<file path="config.mk">
export PLATFORM = sky130hd
export DESIGN_NAME = uart_tx_scheduler
export DESIGN_NICKNAME = d
export VERILOG_FILES = /design/src/rtl/uart_pkg.sv /design/src/rtl/rr_arbiter.sv /design/src/rtl/uart_tx_scheduler.sv
export SDC_FILE = /design/constraint.sdc
export NUM_CORES = 1
export LEC_CHECK = 0
export ABC_AREA = 1
export CAP_MARGIN = 20
export CORE_UTILIZATION = 40
export DETAILED_ROUTE_END_ITERATION = 12
export GPL_TIMING_DRIVEN = 0
export HOLD_SLACK_MARGIN = 0.06
export PLACE_DENSITY = 0.78
export SYNTH_ARGS = -nofsm -noshare
export SYNTH_HDL_FRONTEND = slang
export SYNTH_HIERARCHICAL = 1
export SYNTH_SLANG_ARGS = --single-unit
</file>
<file path="constraint.sdc">
create_clock -name clk_100MHz -period 2.45 [get_ports clk_100MHz]
set_input_delay 0.735 -clock clk_100MHz [delete_from_list [all_inputs] [get_ports clk_100MHz]]
set_output_delay 0.735 -clock clk_100MHz [all_outputs]
set_load 0.005 [all_outputs]
</file>
<file path="src/rtl/uart_pkg.sv">
// Shared types and defaults for the UART TX frame scheduler.
package uart_pkg;

    typedef enum logic [1:0] {
        ST_IDLE = 2'd0,
        ST_LOAD = 2'd1,
        ST_SEND = 2'd2,
        ST_GAP  = 2'd3
    } state_t;

    localparam int DEF_DBITS       = 8;
    localparam int DEF_FRAME_BYTES = 4;

    // Counter width able to hold values 0..value-1, never narrower than one bit.
    function automatic int clog2_min1(input int value);
        return (value <= 2) ? 1 : $clog2(value);
    endfunction

endpackage

</file>
<file path="src/rtl/rr_arbiter.sv">
// Combinational round-robin picker: the search starts one past the previous owner.
module rr_arbiter
    import uart_pkg::*;
#(
    parameter int NUM_REQ = 4,
    parameter int IDX_W   = clog2_min1(NUM_REQ)
) (
    input  logic [NUM_REQ-1:0] req,
    input  logic [IDX_W-1:0]   last_owner,
    output logic [NUM_REQ-1:0] winner
);

    logic             w_found;
    logic [IDX_W-1:0] w_idx;

    always_comb begin
        winner  = '0;
        w_found = 1'b0;
        w_idx   = '0;
        for (int off = 1; off <= NUM_REQ; off++) begin
            w_idx = IDX_W'((int'(last_owner) + off) % NUM_REQ);
            if (!w_found && req[w_idx]) begin
                winner[w_idx] = 1'b1;
                w_found       = 1'b1;
            end
        end
    end

endmodule

</file>
<file path="src/rtl/uart_tx_scheduler.sv">
// Grants whole frames to requesters round-robin, feeds them to the TX FIFO and
// tracks byte completion with a per-byte watchdog and an inter-frame guard gap.
module uart_tx_scheduler
    import uart_pkg::*;
#(
    parameter int NUM_REQ     = 4,
    parameter int DBITS       = DEF_DBITS,
    parameter int FRAME_BYTES = DEF_FRAME_BYTES,
    parameter int TIMEOUT_CYC = 4096,
    parameter int GAP_CYC     = 16
) (
    input  logic                               clk_100MHz,
    input  logic                               reset_n,
    input  logic [NUM_REQ-1:0]                 req,
    input  logic [NUM_REQ*FRAME_BYTES*DBITS-1:0] req_data,
    output logic [NUM_REQ-1:0]                 grant,
    output logic [NUM_REQ-1:0]                 done,
    output logic                               tx_trigger,
    output logic [FRAME_BYTES*DBITS-1:0]       tx_in,
    input  logic                               tx_byte_done,
    output logic                               busy,
    output logic                               timeout_err
);

    localparam int FRAME_W = FRAME_BYTES * DBITS;
    localparam int IDX_W   = clog2_min1(NUM_REQ);
    localparam int CNT_W   = clog2_min1(FRAME_BYTES + 1);
    localparam int TMR_W   = clog2_min1(TIMEOUT_CYC);
    localparam int GAP_W   = clog2_min1(GAP_CYC + 1);

    localparam logic [CNT_W-1:0] CNT_LAST = CNT_W'(FRAME_BYTES - 1);
    // Abort is decided one cycle early so the timer shows TIMEOUT_CYC-1 alongside done.
    localparam logic [TMR_W-1:0] TMR_LAST = TMR_W'((TIMEOUT_CYC >= 2) ? TIMEOUT_CYC - 2 : 0);
    localparam logic [GAP_W-1:0] GAP_LAST = GAP_W'((GAP_CYC >= 1) ? GAP_CYC - 1 : 0);

    state_t             r_state;
    logic [NUM_REQ-1:0] r_grant;
    logic [NUM_REQ-1:0] r_done;
    logic               r_trigger;
    logic [FRAME_W-1:0] r_tx_in;
    logic               r_busy;
    logic               r_timeout;
    logic [IDX_W-1:0]   r_owner;
    logic [CNT_W-1:0]   r_byte_cnt;
    logic [TMR_W-1:0]   r_timer;
    logic [GAP_W-1:0]   r_gap_cnt;
    logic               r_bd_d;

    logic [NUM_REQ-1:0] w_winner;
    logic [IDX_W-1:0]   w_win_idx;
    logic [NUM_REQ-1:0] w_owner_oh;
    logic [FRAME_W-1:0] w_slice [NUM_REQ];
    logic               w_count;

    rr_arbiter #(
        .NUM_REQ (NUM_REQ),
        .IDX_W   (IDX_W)
    ) u_rr_arbiter (
        .req        (req),
        .last_owner (r_owner),
        .winner     (w_winner)
    );

    for (genvar gi = 0; gi < NUM_REQ; gi++) begin : g_req
        assign w_slice[gi]    = req_data[gi*FRAME_W +: FRAME_W];
        assign w_owner_oh[gi] = (r_owner == IDX_W'(gi));
    end

    always_comb begin
        w_win_idx = '0;
        for (int i = 0; i < NUM_REQ; i++) begin
            if (w_winner[i]) begin
                w_win_idx = IDX_W'(i);
            end
        end
    end

    // Rising edges only; an edge coinciding with the FIFO load strobe belongs to no frame.
    assign w_count = (r_state == ST_SEND) && tx_byte_done && !r_bd_d && !r_trigger;

    always_ff @(posedge clk_100MHz or negedge reset_n) begin
        if (!reset_n) begin
            r_state    <= ST_IDLE;
            r_grant    <= '0;
            r_done     <= '0;
            r_trigger  <= 1'b0;
            r_tx_in    <= '0;
            r_busy     <= 1'b0;
            r_timeout  <= 1'b0;
            r_owner    <= IDX_W'(NUM_REQ - 1);
            r_byte_cnt <= '0;
            r_timer    <= '0;
            r_gap_cnt  <= '0;
            r_bd_d     <= 1'b0;
        end else begin
            r_bd_d    <= tx_byte_done;
            r_grant   <= '0;
            r_done    <= '0;
            r_trigger <= 1'b0;
            r_timeout <= 1'b0;
            case (r_state)
                ST_IDLE: begin
                    if (|req) begin
                        r_grant <= w_winner;
                        r_tx_in <= w_slice[w_win_idx];
                        r_owner <= w_win_idx;
                        r_busy  <= 1'b1;
                        r_state <= ST_LOAD;
                    end
                end
                ST_LOAD: begin
                    r_trigger  <= 1'b1;
                    r_byte_cnt <= '0;
                    r_timer    <= '0;
                    r_state    <= ST_SEND;
                end
                ST_SEND: begin
                    if (w_count) begin
                        r_byte_cnt <= r_byte_cnt + 1'b1;
                        r_timer    <= '0;
                        if (r_byte_cnt == CNT_LAST) begin
                            r_done    <= w_owner_oh;
                            r_gap_cnt <= '0;
                            r_state   <= ST_GAP;
                        end
                    end else begin
                        r_timer <= r_timer + 1'b1;
                        if (r_timer == TMR_LAST) begin
                            r_done    <= w_owner_oh;
                            r_timeout <= 1'b1;
                            r_gap_cnt <= '0;
                            r_state   <= ST_GAP;
                        end
                    end
                end
                ST_GAP: begin
                    if (r_gap_cnt == GAP_LAST) begin
                        r_busy  <= 1'b0;
                        r_state <= ST_IDLE;
                    end else begin
                        r_gap_cnt <= r_gap_cnt + 1'b1;
                    end
                end
                default: begin
                    r_busy  <= 1'b0;
                    r_state <= ST_IDLE;
                end
            endcase
        end
    end

    assign grant       = r_grant;
    assign done        = r_done;
    assign tx_trigger  = r_trigger;
    assign tx_in       = r_tx_in;
    assign busy        = r_busy;
    assign timeout_err = r_timeout;

endmodule

</file>
**After elaboration in Yosys (flattened, before gate mapping)**

Index checks and enable logic that the tools add are counted.
W data, S select, Z words.

- Memory bits (read-only): 0
- Register bits: 68
- Memories: 0
- Bits in latches: 0
- Logic and storage cells: 130
- Memory bits (writable): 0

- $lt $le $gt $ge: 9
- Equal/unequal tests: 15
- Reductions and logical operators: 26
- Shift-type cells: 0
- Add/sub/neg operators: 7
- Bitwise logic cells: 4
- Divide/modulo/power cells: 0
- Multiply operators: 0
- Muxes and demuxes: 57

Operators by type and width:

| operator | number |
|---|---|
| $bmux W32 S2 | 1 |
| $mux W32 | 2 |
| $mux W4 | 10 |
| $pmux W12 S2 | 1 |
| $mux W5 | 4 |
| $mux W1 | 18 |
| $mux W2 | 7 |
| $add A12 B1 Y12 const B | 1 |
| $eq A12 B12 Y1 const B | 1 |
| $lt A2 B3 Y1 const B | 4 |
| $mux W12 | 1 |
| $or A4 B4 Y4 | 3 |
| $logic_and A1 B1 Y1 | 10 |
| $pmux W5 S2 | 1 |
| $bmux W1 S2 | 4 |
| $demux W1 S2 | 4 |
| $eq A2 B2 Y1 const B | 4 |
| $ge A2 B1 Y1 const B | 4 |
| $ne A2 B2 Y1 const B | 4 |
| $pmux W2 S4 | 1 |
| $reduce_and A4 Y1 | 2 |
| $ne A3 B2 Y1 const B | 2 |
| $pmux W3 S2 | 1 |
| $reduce_bool A2 Y1 | 3 |
| other kinds (16) | 25 |

**Logic depth before layout (Yosys ltp)**

- Depth in word-level cells: 20
- Mapped depth: 18
- Gate-level depth less buffers: 17

**By module**

Netlist, hierarchy kept.

Modules (own cells, without submodules):

| module | instances | sequential area each (µm²) | cells each | area each (µm²) |
|---|---|---|---|---|
| uart_tx_scheduler | 1 | 1704.1 | 543 | 3983.8 |
| rr_arbiter | 1 | 0.0 | 75 | 421.7 |

**Worst setup path after synthesis**

OpenSTA, ideal clock, no wires.

- Path type: reg2reg
- From: register r_owner[0]
- To: register r_tx_in[27], in the netlist tx_in[27]
- Period minus slack after synthesis: 2.582 ns
- Path buffers: 1
- Path slack: -0.132 ns
- Required time: 2.333 ns
- Setup time: 0.117 ns
- Stages on the path, launching flop included: 19
- Arrival: 2.465 ns
- Cells stage by stage: dfstp_2 inv_2 ha_1 inv_1 nand3_2 nand2_4 nand2_4 nor2_4 nand2_1 nand3_1 inv_2 nand2_1 nand2_2 buf_4 or2_0 nand2_1 nand2_1 nand2_1 nand2_1

- Elaborated cells between the ends (all ways): 55

RTL lines:

| element | line | source |
|---|---|---|
| start: declaration | uart_tx_scheduler.sv:43 | `logic [IDX_W-1:0] r_owner;` |
| start signal: assignment | uart_tx_scheduler.sv:90 | `r_owner <= IDX_W'(NUM_REQ - 1);` |
| start signal: assignment | uart_tx_scheduler.sv:106 | `r_owner <= w_win_idx;` |
| parallel branches: the longest is 12 deep, another holds $lt A2 B3 Y1 | n/a |  |
| $mux W4 (*) | rr_arbiter.sv:22 | `if (!w_found && req[w_idx]) begin` |
| named net w_winner[2] | uart_tx_scheduler.sv:49 | `logic [NUM_REQ-1:0] w_winner;` |
| $mux W2 (*) (2 in a row) | uart_tx_scheduler.sv:72 | `if (w_winner[i]) begin` |
| $not A2 Y3 (implied by the code) (*) | uart_tx_scheduler.sv:105 | `r_tx_in <= w_slice[w_win_idx];` |
| $bmux W32 S2 (*) | uart_tx_scheduler.sv:105 |  |
| $mux W32 (implied by the code) (*) (2 in a row) | uart_tx_scheduler.sv:105 |  |
| end signal: assignment | uart_tx_scheduler.sv:105 |  |
| end: declaration | uart_tx_scheduler.sv:40 | `logic [FRAME_W-1:0] r_tx_in;` |

Mark *: on every way through the listed nets, which the timed path passes. The select of a mux whose other input is x is not followed.
A chain may end at the register's enable or synchronous reset.

**Worst setup path after layout**

- From: register r_owner[0]
- To: register r_tx_in[29], in the netlist tx_in[29]

The elaborated chain is that of the path after synthesis.

==> results.rst <==
.. list-table::
   :header-rows: 1

   * - Metric
     - Value
   * - Max Clock Skew
     - ~0.013 ns
   * - Outcome
     - complete, but fails checks
   * - Logic depth of the worst register-to-register path
     - 18
   * - Number of DRC violations after detailed-routing iteration 0
     - between 300 and 400
   * - Startpoint of the lowest-slack register-to-register path
     - r_owner[0]$_DFFE_PN1P_
   * - Worst min-delay path category
     - input port to async pin
   * - Worst VDD drop
     - 1.22 mV
   * - Critical path endpoint category
     - flop
   * - Cell repeated most along the worst path
     - sky130_fd_sc_hd__nand2_1
   * - Clock H-tree levels
     - 3
   * - Yosys warning total
     - 6
   * - Crit path required time
     - 2.71 ns
   * - Cell total after placement
     - about 930
   * - Number of maximum-capacitance constraint violations
     - 0
   * - Maximum number of pins on one net before global-route repair
     - 69
   * - Post-synth top cells
     - 141 x sky130_fd_sc_hd__nor2_1, 116 x sky130_fd_sc_hd__nand2_1, 66 x sky130_fd_sc_hd__dfrtp_1
   * - Area Growth Syn to Fin
     - 59.2%
   * - Vias after detailed routing
     - about 5200
   * - Area fraction of the dominant cell type after synthesis
     - a little under two fifths
   * - Wire length after detailed routing
     - 15700 um
   * - Number of global-route vias before repair
     - 4948
   * - Clock slew at reported path FFs
     - 0.08 ns
   * - Chip Height
     - 107 um
   * - Portion of the post-synthesis area used by sequential elements
     - 38.7%
   * - Storage cell area
     - 1700 um2
   * - FF+latch count, synth
     - 68
   * - Number of non-filler instances in the completed layout
     - 964
   * - Number of slew-limit violations in the final report
     - 0
   * - Number of enable flip-flop cells after synthesis
     - 0
   * - TritonCTS Buffers
     - 9
   * - Share of post-route cells with drive strength above 1
     - 15.3%
   * - Wire length of the first global-routing pass
     - 23500 um
   * - Post-route worst hold slack
     - a little under 0.5 ns
   * - Remaining global-route overflow
     - 0
   * - Violations in the final reports
     - setup timing
   * - Max-slew headroom at the worst pin
     - 42.6%
   * - Crit path setup slack, layout
     - -0.125 ns
   * - Final cell area excluding filler cells
     - 7010 um2
   * - Library cell contributing the largest single delay on the critical path
     - sky130_fd_sc_hd__dfstp_2
   * - Remaining design rule violation count
     - 0
   * - Post-DP HPWL
     - about 11000 um
   * - Max Root-Sink Buffers
     - 2
   * - Overall power of the completed layout
     - 11.5 mW
   * - Area leader, netlist
     - sky130_fd_sc_hd__dfrtp_1
   * - Number of nets produced by synthesis
     - 772
   * - Number of endpoints failing setup at the final stage
     - 30
   * - Root Buffer
     - sky130_fd_sc_hd__clkbuf_8
   * - Power density over the cells
     - 1640 nW/um2
   * - Reg-to-reg endpoint
     - tx_in[29]$_DFFE_PN0P_
   * - Placement-stage cell area
     - 6360 um2
   * - Number of clock sinks seen by CTS
     - 68
   * - Global placer's final weighted congestion
     - a little under 0.9
   * - Antenna diodes
     - 0
   * - Main flop type after synthesis
     - sky130_fd_sc_hd__dfrtp_1
   * - Global router's overall resource usage
     - 26.3%
   * - Async set-reset flop share out of synthesis
     - 100%
   * - IO Pins
     - 178
   * - Largest cells by area after synthesis
     - sky130_fd_sc_hd__dfrtp_1 37%, sky130_fd_sc_hd__nor2_1 12%, sky130_fd_sc_hd__nand2_1 9.9%
   * - Worst-Skew Late Latency
     - roughly 0.36 ns
   * - Reg-to-reg slack, setup
     - -0.13 ns
   * - Chip width
     - 107 um
   * - First-pass iteration count of the detailed router
     - 5
   * - Most common cell in the synthesized netlist
     - sky130_fd_sc_hd__nor2_1
   * - DIE AREA
     - 11400 um2
   * - Count of buffer and inverter cells on the critical path
     - 4
   * - Post-route core utilization
     - 66.7%
   * - Initial antenna violation count
     - 0
   * - Final critical-path share of the clock period
     - 105%
   * - PortBufs
     - approximately 180
   * - P_leak
     - 3.19 nW
   * - Post-Synthesis Mean Instance Area
     - 7.13 um2
   * - Vias per Instance
     - 5.35
   * - Maximum net fanout on the critical path
     - 7
   * - Clock tree from TritonCTS
     - built
   * - Netlist cell types
     - 39
   * - Achievable Freq
     - 388 MHz
   * - Final routed wire length divided by cell count
     - around 16 um
   * - Cell count after synthesis
     - 618
   * - Final-stage net count
     - 977
   * - Netlist area before placement
     - 4410 um2
   * - Worst-Margin Slew
     - 0.861 ns
   * - Arrival time at the worst endpoint
     - 2.83 ns
   * - Kind of critical path
     - flop to flop
   * - Kind of cell with the highest combined delay on the critical path
     - simple AND/OR/NAND/NOR gates
   * - Unrepaired setup endpoints after global routing
     - yes
   * - Remaining antenna violation count after routing
     - 0
   * - Area used by multi-input combinational logic
     - 2500 um2
   * - Time the worst path needs with I/O delays and setup
     - 2.58 ns
   * - Placeable core region
     - 10500 um2
   * - Kind of start point of the critical path
     - flop
   * - Chain of cells forming the critical path
     - clkinv_4 -> ha_4 -> inv_4 -> nand3_4 -> nand2_4 -> nand2_4 -> nor2_4 -> nand2_2 -> nand3_4 -> inv_4 -> nand2_4 -> nand2_8 -> buf_6 -> or2_0 -> nand2_1 -> nand2_1 -> nand2_1 -> nand2_1
   * - Initial Utilization
     - 41.9%
   * - Final Hold Fails
     - 0
   * - Cell row count
     - 37
   * - Highest cell delay on the worst timing path
     - 0.58 ns
   * - Number of fillers in the final layout
     - 857
routing by layer:
layer | share of wire (%) | up-vias | track usage (%)
met5 | 0 | - | 0
li1 | - | 2423 | -
met3 | 7.3 | 47 | 5.96
met2 | 49 | 247 | 43.9
met4 | 3.5 | 0 | 11.4
met1 | 40 | 2438 | 32.5
flip-flops by register name, indices dropped and copies added (netlist names):
signal       count
done             4
busy             1
r_bd_d           1
tx_in           32
r_timer         12
r_owner          2
timeout_err      1
tx_trigger       1
r_state          2
grant            4
r_gap_cnt        5
r_byte_cnt       3
report_power, final:
group          internal (mW)  switching, mW  total, mW
sequential              1.56          0.252       1.82
clock                  0.580          0.487       1.07
combinational           3.67           4.98       8.64
area by class of cell:
type | instances | share of cell area (%)
clock buffers | 9 | 1.77
clock inverters | 7 | 1.41
plain buffers | 27 | 3.53
multi-input cells | 456 | 35.6
flip-flops and latches | 68 | 24.3
inverters | 67 | 3.93
well taps | 136 | 2.43
repair buffers | 194 | 27.0
cell families after synthesis:
logic type,after synthesis,share of synthesized area [%]
buffers and inverters,94,8.92
AO/OA/AOI/OAI,100,13.7
adder cells (fa/ha/maj),19,5.40
AND/OR/NAND/NOR,335,32.9
flip-flops,68,38.7
XOR/XNOR,2,0.398
worst max-delay path by stage:
stage | start | slack (ns) | depth (start not counted) | end
6_report | r_owner[0]$_DFFE_PN1P_ | -0.13 | 18 | tx_in[29]$_DFFE_PN0P_
3_3_place_gp | reset_n | -1.61 | 1 | tx_in[1]$_DFFE_PN0P_
5_1_grt | r_owner[0]$_DFFE_PN1P_ | -0.26 | 17 | tx_in[29]$_DFFE_PN0P_
3_5_place_dp | req[1] | -0.74 | 13 | tx_in[0]$_DFFE_PN0P_
2_1_floorplan | r_owner[0]$_DFFE_PN1P_ | 0.01 | 18 | tx_in[27]$_DFFE_PN0P_
4_1_cts | r_owner[1]$_DFFE_PN1P_ | -0.05 | 15 | tx_in[18]$_DFFE_PN0P_
stage by stage:
step           setup slack, ns  setup TNS (ns)
6_report                -0.125           -1.30
5_1_grt                 -0.261           -5.45
4_1_cts                -0.0464          -0.182
3_5_place_dp            -0.742          -20.76
3_3_place_gp             -1.61         -126.76
2_1_floorplan           0.0103               0
what timing repair did:
action,4_1_cts,5_1_grt
cloned,1,1
hold buffers,0,0
resized for setup,46,80
setup buffers,13,3
setup endpoints to repair,36,35
pin swaps,13,17
placed cells by master, fill, tap and decap left out, drive strengths merged, types with 18 or more instances in the layout:
cell	instances
nand2	124
a31oi	18
dfrtp	66
o21ai	42
ha	19
inv	67
nand3	44
nor2	146
clkdlybuf4s50	172
clkbuf	19
buf	35
No activity file was read; power rests on OpenSTA's default activity.
